===== src/rtl/rhd_miso_capture_if.sv =====
// Frame-word stream between the MISO capture stage and the downstream packetizer.
// tdata carries one WORD_BITS word per MISO line, line i at [WORD_BITS*i +: WORD_BITS].
interface rhd_miso_capture_if #(
    parameter int NUM_MISO  = 8,
    parameter int WORD_BITS = 16
);
    logic                          tvalid;
    logic                          tready;
    logic [WORD_BITS*NUM_MISO-1:0] tdata;

    modport master (
        output tvalid,
        output tdata,
        input  tready
    );

    modport slave (
        input  tvalid,
        input  tdata,
        output tready
    );
endinterface


===== src/rtl/rhd_miso_capture.sv =====
// RHD headstage receive stage: per-line round-trip delay compensation and MISO
// deserialization, one wide word per CS frame presented on a valid/ready stream.
module rhd_miso_capture #(
    parameter int NUM_MISO  = 8,
    parameter int WORD_BITS = 16
) (
    input  logic                  aclk,
    input  logic                  aresetn,
    input  logic                  enable_i,
    input  logic                  cs_i,
    input  logic                  sclk_i,
    input  logic [NUM_MISO-1:0]   miso_i,
    input  logic [4*NUM_MISO-1:0] delay_cfg_i,
    input  logic                  clear_i,
    rhd_miso_capture_if.master    m_axis,
    output logic                  overflow_o,
    output logic [15:0]           frame_err_cnt_o
);

    localparam int         DW       = WORD_BITS * NUM_MISO;
    localparam logic [4:0] FULL_CNT = 5'(WORD_BITS);

    typedef enum logic [1:0] {
        ST_IDLE    = 2'd0,
        ST_CAPTURE = 2'd1,
        ST_DONE    = 2'd2
    } state_e;

    state_e               state_q, state_d;
    logic                 sclk_q;
    logic                 cs_q;
    logic [15:1]          sd_q;
    logic [15:0]          sd_s;
    logic                 rise_s;
    logic                 cs_fall_s;
    logic [NUM_MISO-1:0]  tap_s;
    logic [4:0]           bitcnt_q   [NUM_MISO];
    logic [4:0]           bitcnt_d   [NUM_MISO];
    logic [4:0]           cnt_next_s [NUM_MISO];
    logic [WORD_BITS-1:0] shreg_q    [NUM_MISO];
    logic [WORD_BITS-1:0] shreg_d    [NUM_MISO];
    logic                 all_full_s;
    logic [DW-1:0]        pack_s;
    logic                 start_s;
    logic                 err_s;
    logic                 load_s;
    logic                 tvalid_q, tvalid_d;
    logic [DW-1:0]        tdata_q, tdata_d;
    logic                 overflow_q, overflow_d;
    logic [15:0]          err_cnt_q, err_cnt_d;
    logic [15:0]          err_base_s;

    // SCLK rise strobe, CS falling edge, and tap 0 of the strobe delay line
    always_comb begin
        rise_s    = sclk_i & ~sclk_q & ~cs_i & enable_i;
        cs_fall_s = cs_q & ~cs_i;
        sd_s      = {sd_q, rise_s};
    end

    // Per-line sampling: each line picks its own delayed strobe tap
    always_comb begin
        all_full_s = 1'b1;
        pack_s     = '0;
        tap_s      = '0;
        for (int i = 0; i < NUM_MISO; i++) begin
            tap_s[i]      = sd_s[delay_cfg_i[4*i +: 4]];
            cnt_next_s[i] = bitcnt_q[i];
            shreg_d[i]    = shreg_q[i];
            if ((state_q == ST_CAPTURE) && tap_s[i] && (bitcnt_q[i] < FULL_CNT)) begin
                shreg_d[i]    = {shreg_q[i][WORD_BITS-2:0], miso_i[i]};
                cnt_next_s[i] = bitcnt_q[i] + 5'd1;
            end else begin
                cnt_next_s[i] = bitcnt_q[i];
            end
            if (cnt_next_s[i] != FULL_CNT) begin
                all_full_s = 1'b0;
            end else begin
                all_full_s = all_full_s;
            end
            pack_s[WORD_BITS*i +: WORD_BITS] = shreg_d[i];
        end
    end

    // Frame sequencing; a disable always wins and discards the frame silently
    always_comb begin
        state_d = state_q;
        start_s = 1'b0;
        err_s   = 1'b0;
        load_s  = 1'b0;
        if (!enable_i) begin
            state_d = ST_IDLE;
        end else begin
            case (state_q)
                ST_IDLE: begin
                    if (cs_fall_s) begin
                        state_d = ST_CAPTURE;
                        start_s = 1'b1;
                    end else begin
                        state_d = ST_IDLE;
                    end
                end
                ST_CAPTURE: begin
                    if (all_full_s) begin
                        state_d = ST_DONE;
                        load_s  = 1'b1;
                    end else if (cs_fall_s) begin
                        state_d = ST_CAPTURE;
                        start_s = 1'b1;
                        err_s   = 1'b1;
                    end else begin
                        state_d = ST_CAPTURE;
                    end
                end
                ST_DONE: begin
                    if (cs_fall_s) begin
                        state_d = ST_CAPTURE;
                        start_s = 1'b1;
                    end else begin
                        state_d = ST_DONE;
                    end
                end
                default: begin
                    state_d = ST_IDLE;
                end
            endcase
        end
    end

    // Bit counters restart on every frame start, otherwise follow sampling
    always_comb begin
        for (int i = 0; i < NUM_MISO; i++) begin
            if (start_s) begin
                bitcnt_d[i] = 5'd0;
            end else begin
                bitcnt_d[i] = cnt_next_s[i];
            end
        end
    end

    // Output buffer, overflow flag and error counter; events override clear
    always_comb begin
        tvalid_d   = tvalid_q;
        tdata_d    = tdata_q;
        overflow_d = clear_i ? 1'b0 : overflow_q;
        err_base_s = clear_i ? 16'h0000 : err_cnt_q;
        err_cnt_d  = err_base_s;
        if (load_s) begin
            if (tvalid_q && !m_axis.tready) begin
                overflow_d = 1'b1;
            end else begin
                tvalid_d = 1'b1;
                tdata_d  = pack_s;
            end
        end else if (tvalid_q && m_axis.tready) begin
            tvalid_d = 1'b0;
        end else begin
            tvalid_d = tvalid_q;
        end
        if (err_s && (err_base_s != 16'hFFFF)) begin
            err_cnt_d = err_base_s + 16'd1;
        end else begin
            err_cnt_d = err_base_s;
        end
    end

    // State, edge-detect, delay line, per-line and output registers
    always_ff @(posedge aclk or negedge aresetn) begin
        if (!aresetn) begin
            state_q    <= ST_IDLE;
            sclk_q     <= 1'b0;
            cs_q       <= 1'b1;
            sd_q       <= '0;
            tvalid_q   <= 1'b0;
            tdata_q    <= '0;
            overflow_q <= 1'b0;
            err_cnt_q  <= 16'h0000;
            for (int i = 0; i < NUM_MISO; i++) begin
                bitcnt_q[i] <= 5'd0;
                shreg_q[i]  <= '0;
            end
        end else begin
            state_q    <= state_d;
            sclk_q     <= sclk_i;
            cs_q       <= cs_i;
            sd_q       <= sd_s[14:0];
            tvalid_q   <= tvalid_d;
            tdata_q    <= tdata_d;
            overflow_q <= overflow_d;
            err_cnt_q  <= err_cnt_d;
            for (int i = 0; i < NUM_MISO; i++) begin
                bitcnt_q[i] <= bitcnt_d[i];
                shreg_q[i]  <= shreg_d[i];
            end
        end
    end

    assign m_axis.tvalid   = tvalid_q;
    assign m_axis.tdata    = tdata_q;
    assign overflow_o      = overflow_q;
    assign frame_err_cnt_o = err_cnt_q;

endmodule


===== src/flat_wrapper.sv =====
// flat-port wrapper written by rule: the top's interface ports become plain ports
module rhd_miso_capture_flat 
#(
    parameter int NUM_MISO  = 8,
    parameter int WORD_BITS = 16
)
  (aclk, aresetn, enable_i, cs_i, sclk_i, miso_i, delay_cfg_i, clear_i, overflow_o, frame_err_cnt_o, m_axis_tvalid, m_axis_tdata, m_axis_tready);
  rhd_miso_capture_if #(.NUM_MISO(NUM_MISO), .WORD_BITS(WORD_BITS)) m_axis_i ();
  input  logic aclk;
  input  logic aresetn;
  input  logic enable_i;
  input  logic cs_i;
  input  logic sclk_i;
  input  logic [NUM_MISO-1:0] miso_i;
  input  logic [4*NUM_MISO-1:0] delay_cfg_i;
  input  logic clear_i;
  output logic overflow_o;
  output logic [15:0] frame_err_cnt_o;
  output wire logic [$bits(m_axis_i.tvalid)-1:0] m_axis_tvalid;
  output wire logic [$bits(m_axis_i.tdata)-1:0] m_axis_tdata;
  input wire logic [$bits(m_axis_i.tready)-1:0] m_axis_tready;
  assign m_axis_tvalid = m_axis_i.tvalid;
  assign m_axis_tdata = m_axis_i.tdata;
  assign m_axis_i.tready = m_axis_tready;
  rhd_miso_capture #(.NUM_MISO(NUM_MISO), .WORD_BITS(WORD_BITS)) u_core (.aclk(aclk), .aresetn(aresetn), .enable_i(enable_i), .cs_i(cs_i), .sclk_i(sclk_i), .miso_i(miso_i), .delay_cfg_i(delay_cfg_i), .clear_i(clear_i), .m_axis(m_axis_i), .overflow_o(overflow_o), .frame_err_cnt_o(frame_err_cnt_o));
endmodule

===== config.mk =====
export PLATFORM = sky130hd
export DESIGN_NAME = rhd_miso_capture_flat
export DESIGN_NICKNAME = d
export VERILOG_FILES = /design/src/rtl/rhd_miso_capture_if.sv /design/src/rtl/rhd_miso_capture.sv /design/src/flat_wrapper.sv
export SDC_FILE = /design/constraint.sdc
export NUM_CORES = 1
export LEC_CHECK = 0
export BUFFER_PORTS_ARGS = -buffer_cell sky130_fd_sc_hd__clkbuf_2
export CAP_MARGIN = 20
export CORE_MARGIN = 1
export CORE_UTILIZATION = 60
export CTS_BUF_LIST = sky130_fd_sc_hd__clkbuf_4 sky130_fd_sc_hd__clkbuf_8
export CTS_CLUSTER_SIZE = 20
export DETAILED_ROUTE_END_ITERATION = 8
export GPL_ROUTABILITY_DRIVEN = 0
export GPL_TIMING_DRIVEN = 0
export PLACE_DENSITY = 0.82
export SLEW_MARGIN = 20
export SYNTH_ARGS = -nofsm -noshare
export SYNTH_HDL_FRONTEND = slang
export SYNTH_SLANG_ARGS = --single-unit

===== constraint.sdc =====
create_clock -name aclk -period 4.6 [get_ports aclk]
set_input_delay 0.23 -clock aclk [delete_from_list [all_inputs] [get_ports aclk]]
set_output_delay 0.23 -clock aclk [all_outputs]
set_load 0.03 [all_outputs]

# Word level (Yosys, flattened, before mapping)
# Cells that the tools add are included.
[op_classes]
addsub = 9
magnitude_cmp = 16
eq_ne = 12
muxes = 70
n_bitwise = 7
n_reduce_logical = 25
[ops]
columns = ["op", "n"]
rows = [
  ["two-way mux 16 bit", 10],
  ["two-way mux 5 bit", 16],
  ["adder 5 x 1 -> 5 bit, second input constant", 8],
  ["< comparator 4 x 5 -> 1 bit, second input constant", 8],
  ["< comparator 5 bit, second input constant", 8],
  ["inequality test 5 bit, second input constant", 8],
  ["binary-select mux 1 bit (select 4 bit)", 8],
  ["two-way mux 1 bit", 31],
  ["logical AND 1 bit", 19],
  ["adder 16 x 1 -> 16 bit, second input constant", 1],
  ["inequality test 16 bit, second input constant", 1],
  ["two-way mux 2 bit", 3],
  ["one-hot mux 2 bit (3 select lines)", 1],
  ["AND 1 bit", 4],
  ["AND reduction 2 bit", 2],
  ["inverter 1 bit", 3],
  ["equality test 2 x 1 -> 1 bit, second input constant", 1],
  ["equality test 2 bit, second input constant", 1],
  ["zero test 2 bit", 1],
  ["inequality test 2 bit, second input constant", 1],
  ["one-hot mux 1 bit (2 select lines)", 1],
  ["nonzero test 2 bit", 1],
  ["OR reduction 2 bit", 1],
  ["zero test 1 bit", 1],
]
[totals]
register_bits = 333
input_bits = 47
output_inout_bits = 146
elab_cells = 163

# Longest topological paths before layout
[logic_depth]
depth_word = 23
mapped_depth = 14
mapped_depth_nobuf = 11

# Worst setup path after synthesis
# Ideal clock, no wire load.
[synth_timing]
kind = "in2reg"
start = "in delay_cfg_i[28]"
end = "reg u_core.tdata_q[0], in the netlist u_core.m_axis.tdata[0]"
setup_time_ps = 125
arrival_time_ps = 3547
required_time_ps = 4475
slack_ps = 928
cell_stages = 13
path_buffers = 3
cell_sequence = "buf_4 > mux2i_1 > mux4_2 > and2_1 > nor4_4 > mux2i_1 > or3b_1 > nor4_2 > and4_1 > nand4_1 > buf_4 > buf_6 > mux2_4"
[synth_between]
elab_chain_len = 11
[synth_rtl]
columns = ["element", "line", "source"]
rows = [
  ["start: declaration", "flat_wrapper.sv:15", "input logic [4*NUM_MISO-1:0] delay_cfg_i;"],
  ["binary-select mux 1 bit (select 4 bit)", "rhd_miso_capture.sv:66", "tap_s[i] = sd_s[delay_cfg_i[4*i +: 4]];"],
  ["two-way mux 1 bit (not written as such)", "rhd_miso_capture.sv:66", ""],
  ["logical AND 1 bit (2 in a row)", "rhd_miso_capture.sv:69", "if ((state_q == ST_CAPTURE) && tap_s[i] && (bitcnt_q[i] < FULL_CNT)) begin"],
  ["two-way mux 5 bit", "rhd_miso_capture.sv:69", ""],
  ["inequality test 5 bit", "rhd_miso_capture.sv:75", "if (cnt_next_s[i] != FULL_CNT) begin"],
  ["two-way mux 1 bit", "rhd_miso_capture.sv:75", ""],
  ["two-way mux 1 bit", "rhd_miso_capture.sv:103", "if (all_full_s) begin"],
  ["two-way mux 1 bit", "rhd_miso_capture.sv:93", "case (state_q)"],
  ["two-way mux 1 bit", "rhd_miso_capture.sv:90", "if (!enable_i) begin"],
  ["AND reduction 2 bit (no source line)", "--", ""],
  ["end signal: assignment", "rhd_miso_capture.sv:187", "tdata_q <= tdata_d;"],
  ["end: declaration", "rhd_miso_capture.sv:48", "logic [DW-1:0] tdata_q, tdata_d;"],
]
# No other way between the ends. The select of a mux whose other input is x is not followed.
# A chain may end at the register's enable or synchronous reset.

# Final worst setup path
[layout_timing]
start = "reg u_core.sd_q[1] in the netlist's numbering"
end = "reg u_core.tdata_q[13], in the netlist u_core.m_axis.tdata[13]"
[layout_between]
elab_chain_len = 18
word_cells_on_any_way = 61
classes_between = "eq/ne (8); mux (36); reduce/logical (17)"
[layout_rtl]
columns = ["element", "line", "source"]
rows = [
  ["start: declaration", "rhd_miso_capture.sv:32", "logic [15:1] sd_q;"],
  ["start signal: assignment", "rhd_miso_capture.sv:185", "sd_q <= sd_s[14:0];"],
  ["binary-select mux 1 bit (select 4 bit)", "rhd_miso_capture.sv:66", ""],
  ["two-way mux 1 bit (not written as such)", "rhd_miso_capture.sv:66", ""],
  ["logical AND 1 bit (2 in a row)", "rhd_miso_capture.sv:69", ""],
  ["two-way mux 5 bit", "rhd_miso_capture.sv:69", ""],
  ["inequality test 5 bit", "rhd_miso_capture.sv:75", ""],
  ["two-way mux 1 bit (8 in a row)", "rhd_miso_capture.sv:75", ""],
  ["two-way mux 1 bit", "rhd_miso_capture.sv:103", ""],
  ["two-way mux 1 bit", "rhd_miso_capture.sv:93", ""],
  ["two-way mux 1 bit", "rhd_miso_capture.sv:90", ""],
  ["AND reduction 2 bit (no source line)", "--", ""],
]
# Parallel ways exist; a longest one is shown, timed or not. The select of a mux whose other input is x is not followed.

==> impl_metrics.yaml <==
outcome:
  status: "finished, final reports clean"
logic_synthesis:
  syn_area_per_cell_um2: 14.2
  synth_edf_count: 0
  seq_area_frac_synth_pct: 55.7
  synthFlopType: "dfrtp_1"
  synth-seq-cells: 333
  synth_fp_nets: 1113
  ys_types: 67
  netlist_area_mm2: 0.0150
  async_flop_share_pct: 100
  synth_cells: 1057
  yosysWarnings: 0
power_and_ir_drop:
  p_int_uw: 4820
  irDropWorstVdd_mv: 0.361
  p_comb_share_pct: 8.5
  p_sw_uw: 1520
  leakage_uw: 0.00912
  p_seq_share_pct: 50.6
  power_density_mw_per_mm2: 360
  netSwitchingFraction_pct: 23.9
  clock_power_share_pct: 40.9
  total_power_uw: 6340
cells_and_area:
  final_area_mm2: 0.0176
  layout.nets: 1367
  syn_to_final_growth_pct: 17.8
  drive_gt1_share_pct: 42.6
  fin_cells: 1674
  fillers: 1639
  final_common_cell: "dfrtp_1"
  final_cell_mix: "dfrtp_1, clkbuf_2, mux2_2"
  diodes: 0
floorplanning:
  die_y_um: 160
  io_pins: 193
  die_x_um: 160
  row_count: 57
  die_area_mm2: 0.0256
  core_area_mm2: 0.0244
  start_util_pct: 61.3
sta:
  tightest_slew_ns: 0.946
  setup_viol: 0
  skew_ns: 0.0166
  relSlewSlack_pct: 36.8
  setup_tns_ns: 0
  final_hold_viol_count: 0
  fin_ws_ns: 0.309
  min_period_over_period_pct: 93.3
  rsz0062_at_grt: "no"
  min_period_ns: 4.29
  max_freq_mhz: 233
  maxSlewViolCount: 0
clocking:
  cts.clk_slew.worst_paths_ns: 0.07
  cts_tree: "built"
  cts_buffers: 52
  h-tree-depth: 2
  clk_path_buf_depth: 3
  clock_sinks: 333
  clk_latency_ns: 0.57
  cts_root_buf: "clkbuf_8"
worst_setup_path:
  r2r_start: "u_core.sd_q[1]$_DFF_PN0_"
  startpoint: "u_core.sd_q[1]$_DFF_PN0_"
  setup.worst_path.end_class: "flop"
  required_ns: 5.05
  crit_type: "flop to flop"
  r2r_slack_ns: 0.31
  worst-path-max-fanout: 10
  rr_endpoint: "u_core.m_axis.tdata[13]$_DFFE_PN0P_"
  arrival_ns: 4.74
  critPathLaunchType: "flop"
  r2r_cells: 13
  crit_path_end: "u_core.m_axis.tdata[13]$_DFFE_PN0P_"
placed_design:
  io_buffers: 183
  dp_hpwl_um: 22200
  placed_cells_incl_taps: 1567
  place_area_mm2: 0.0164
  post-place-ws_ns: 0.133
detailed_routing:
  viasPerCell: 5.67
  detail_route.wl_per_cell_um: 19.3
  drtIter0Drc: 619
  wl_um: 32300
  route.detailed.drc: 0
  via_count: 9484
  drtAntennaViolNets: 0
  first_pass_iters: 5
global_routing:
  grt_pass1_vias: 10200
  grt_util_all_layers_pct: 26.0
  grt_max_degree: 97
  grt_first_pass_wirelength_um: 53500
  grt_overflow: 0
  antenna_found_initial: 0
flow_run:
  cap_violations: 0
worst_hold_path:
  hold_class: "input pin to flop"
  hold_depth: 3
==> registers in the layout, indices dropped and copies added, names as in the netlist <==
register                count
u_core.bitcnt_q            40
u_core.cs_q                 1
u_core.frame_err_cnt_o     16
u_core.m_axis.tdata       128
u_core.m_axis.tvalid        1
u_core.overflow_o           1
u_core.sclk_q               1
u_core.sd_q                15
u_core.shreg_q            128
u_core.state_q              2
==> final cells by class <==
cell class / instances / area (um2) / area share, %
well taps: 324 / 405 / 2.30
clock inverters: 6 / 42.5 / 0.241
inverters: 8 / 30.0 / 0.170
flip-flops and latches: 333 / 8330 / 47.3
clock buffers: 87 / 1070 / 6.08
repair buffers: 200 / 1140 / 6.49
multi-input cells: 655 / 6250 / 35.5
plain buffers: 61 / 349 / 1.98
==> critical path, cell delays in order, from the launching register on <==
cell and delay, ns:
dfrtp_1 0.37, clkbuf_1 0.26, a21oi_1 0.19, o21ai_0 0.09
a2111oi_1 0.88, nor4_2 0.17, and2_1 0.25, o311ai_0 0.40
o2111a_1 0.28, and4_1 0.29, nand4_1 0.19, buf_4 0.29
buf_6 0.20, mux2_4 0.31
==> power groups by stage <==
| stage | combinational [uW] | sequential, uW | clock (uW) |
|---|---|---|---|
| after floorplan | 351 | 3220 | 0 |
| after global placement | 493 | 3250 | 0 |
| after detailed placement | 530 | 3260 | 0 |
| after CTS | 543 | 3210 | 2650 |
| after global routing | 593 | 3230 | 2780 |
| final | 537 | 3210 | 2600 |
==> cell families after synthesis <==
family          count (synthesis)  synth area share (%)
xor+xnor                       27                  1.58
fa+ha+maj                       9                 0.753
simple gates                  216                  8.26
mux                           332                  27.7
flops                         333                  55.7
buf+inv                        69                  2.53
compound gates                 71                  3.49
==> metrics by stage <==
step | hold slack [ns] | utilization, %
CTS | 0.0855 | 72.2
finish | 0.108 | 72.3
detailed placement | 0.294 | 67.1
global route | 0.126 | 72.3
global placement | 0.358 | 66.8
floorplan | -0.0656 | -
==> per-layer routing <==
layer,GRT usage (%),up-vias,share of wire (%)
met4,7.79,0,2.0
met2,42.6,288,48
li1,-,4357,-
met1,34.5,4780,43
met5,0,-,0
met3,6.39,59,6.8
==> worst min-delay path by stage <==
stage / start / end / slack (ns)
detailed placement: aresetn / u_core.sd_q[8]$_DFF_PN0_ / 0.29
floorplan: aresetn / u_core.bitcnt_q[0]$_DFF_PN0_ / -0.07
finish: clear_i / u_core.frame_err_cnt_o[5]$_DFF_PN0_ / 0.11
global placement: sclk_i / u_core.sclk_q$_DFF_PN0_ / 0.36
CTS: clear_i / u_core.frame_err_cnt_o[5]$_DFF_PN0_ / 0.09
global route: clear_i / u_core.frame_err_cnt_o[5]$_DFF_PN0_ / 0.13
==> what timing repair did <==
item / in CTS / in global routing
hold endpoints to repair: 84 / 0
hold buffers: 13 / 0
setup endpoints to repair: 0 / 120
buffers inserted: 0 / 1
resized for setup: 0 / 0
==> synth_stat cells (8+ instances only) <==
library cell | instances | share of area [%]
dfrtp_1 | 332 | 56
mux2_2 | 145 | 11
mux2_4 | 100 | 10
mux2i_1 | 58 | 3.9
nor3_1 | 51 | 1.7
nor2_1 | 29 | 0.73
clkbuf_1 | 27 | 0.68
nand2_1 | 27 | 0.68
a21oi_1 | 26 | 0.87
xnor2_1 | 21 | 1.2
mux2_1 | 20 | 1.5
nand4_1 | 14 | 0.59
buf_2 | 12 | 0.40
buf_6 | 12 | 0.90
nand2b_1 | 12 | 0.50
nand3_1 | 12 | 0.40
nor2b_1 | 12 | 0.50
and3_1 | 9 | 0.38
ha_1 | 9 | 0.75
mux4_2 | 9 | 1.4
inv_1 | 8 | 0.20
nor3b_1 | 8 | 0.40
nor4_1 | 8 | 0.33
o21ai_0 | 8 | 0.27
Power figures use the tool's default switching activity.
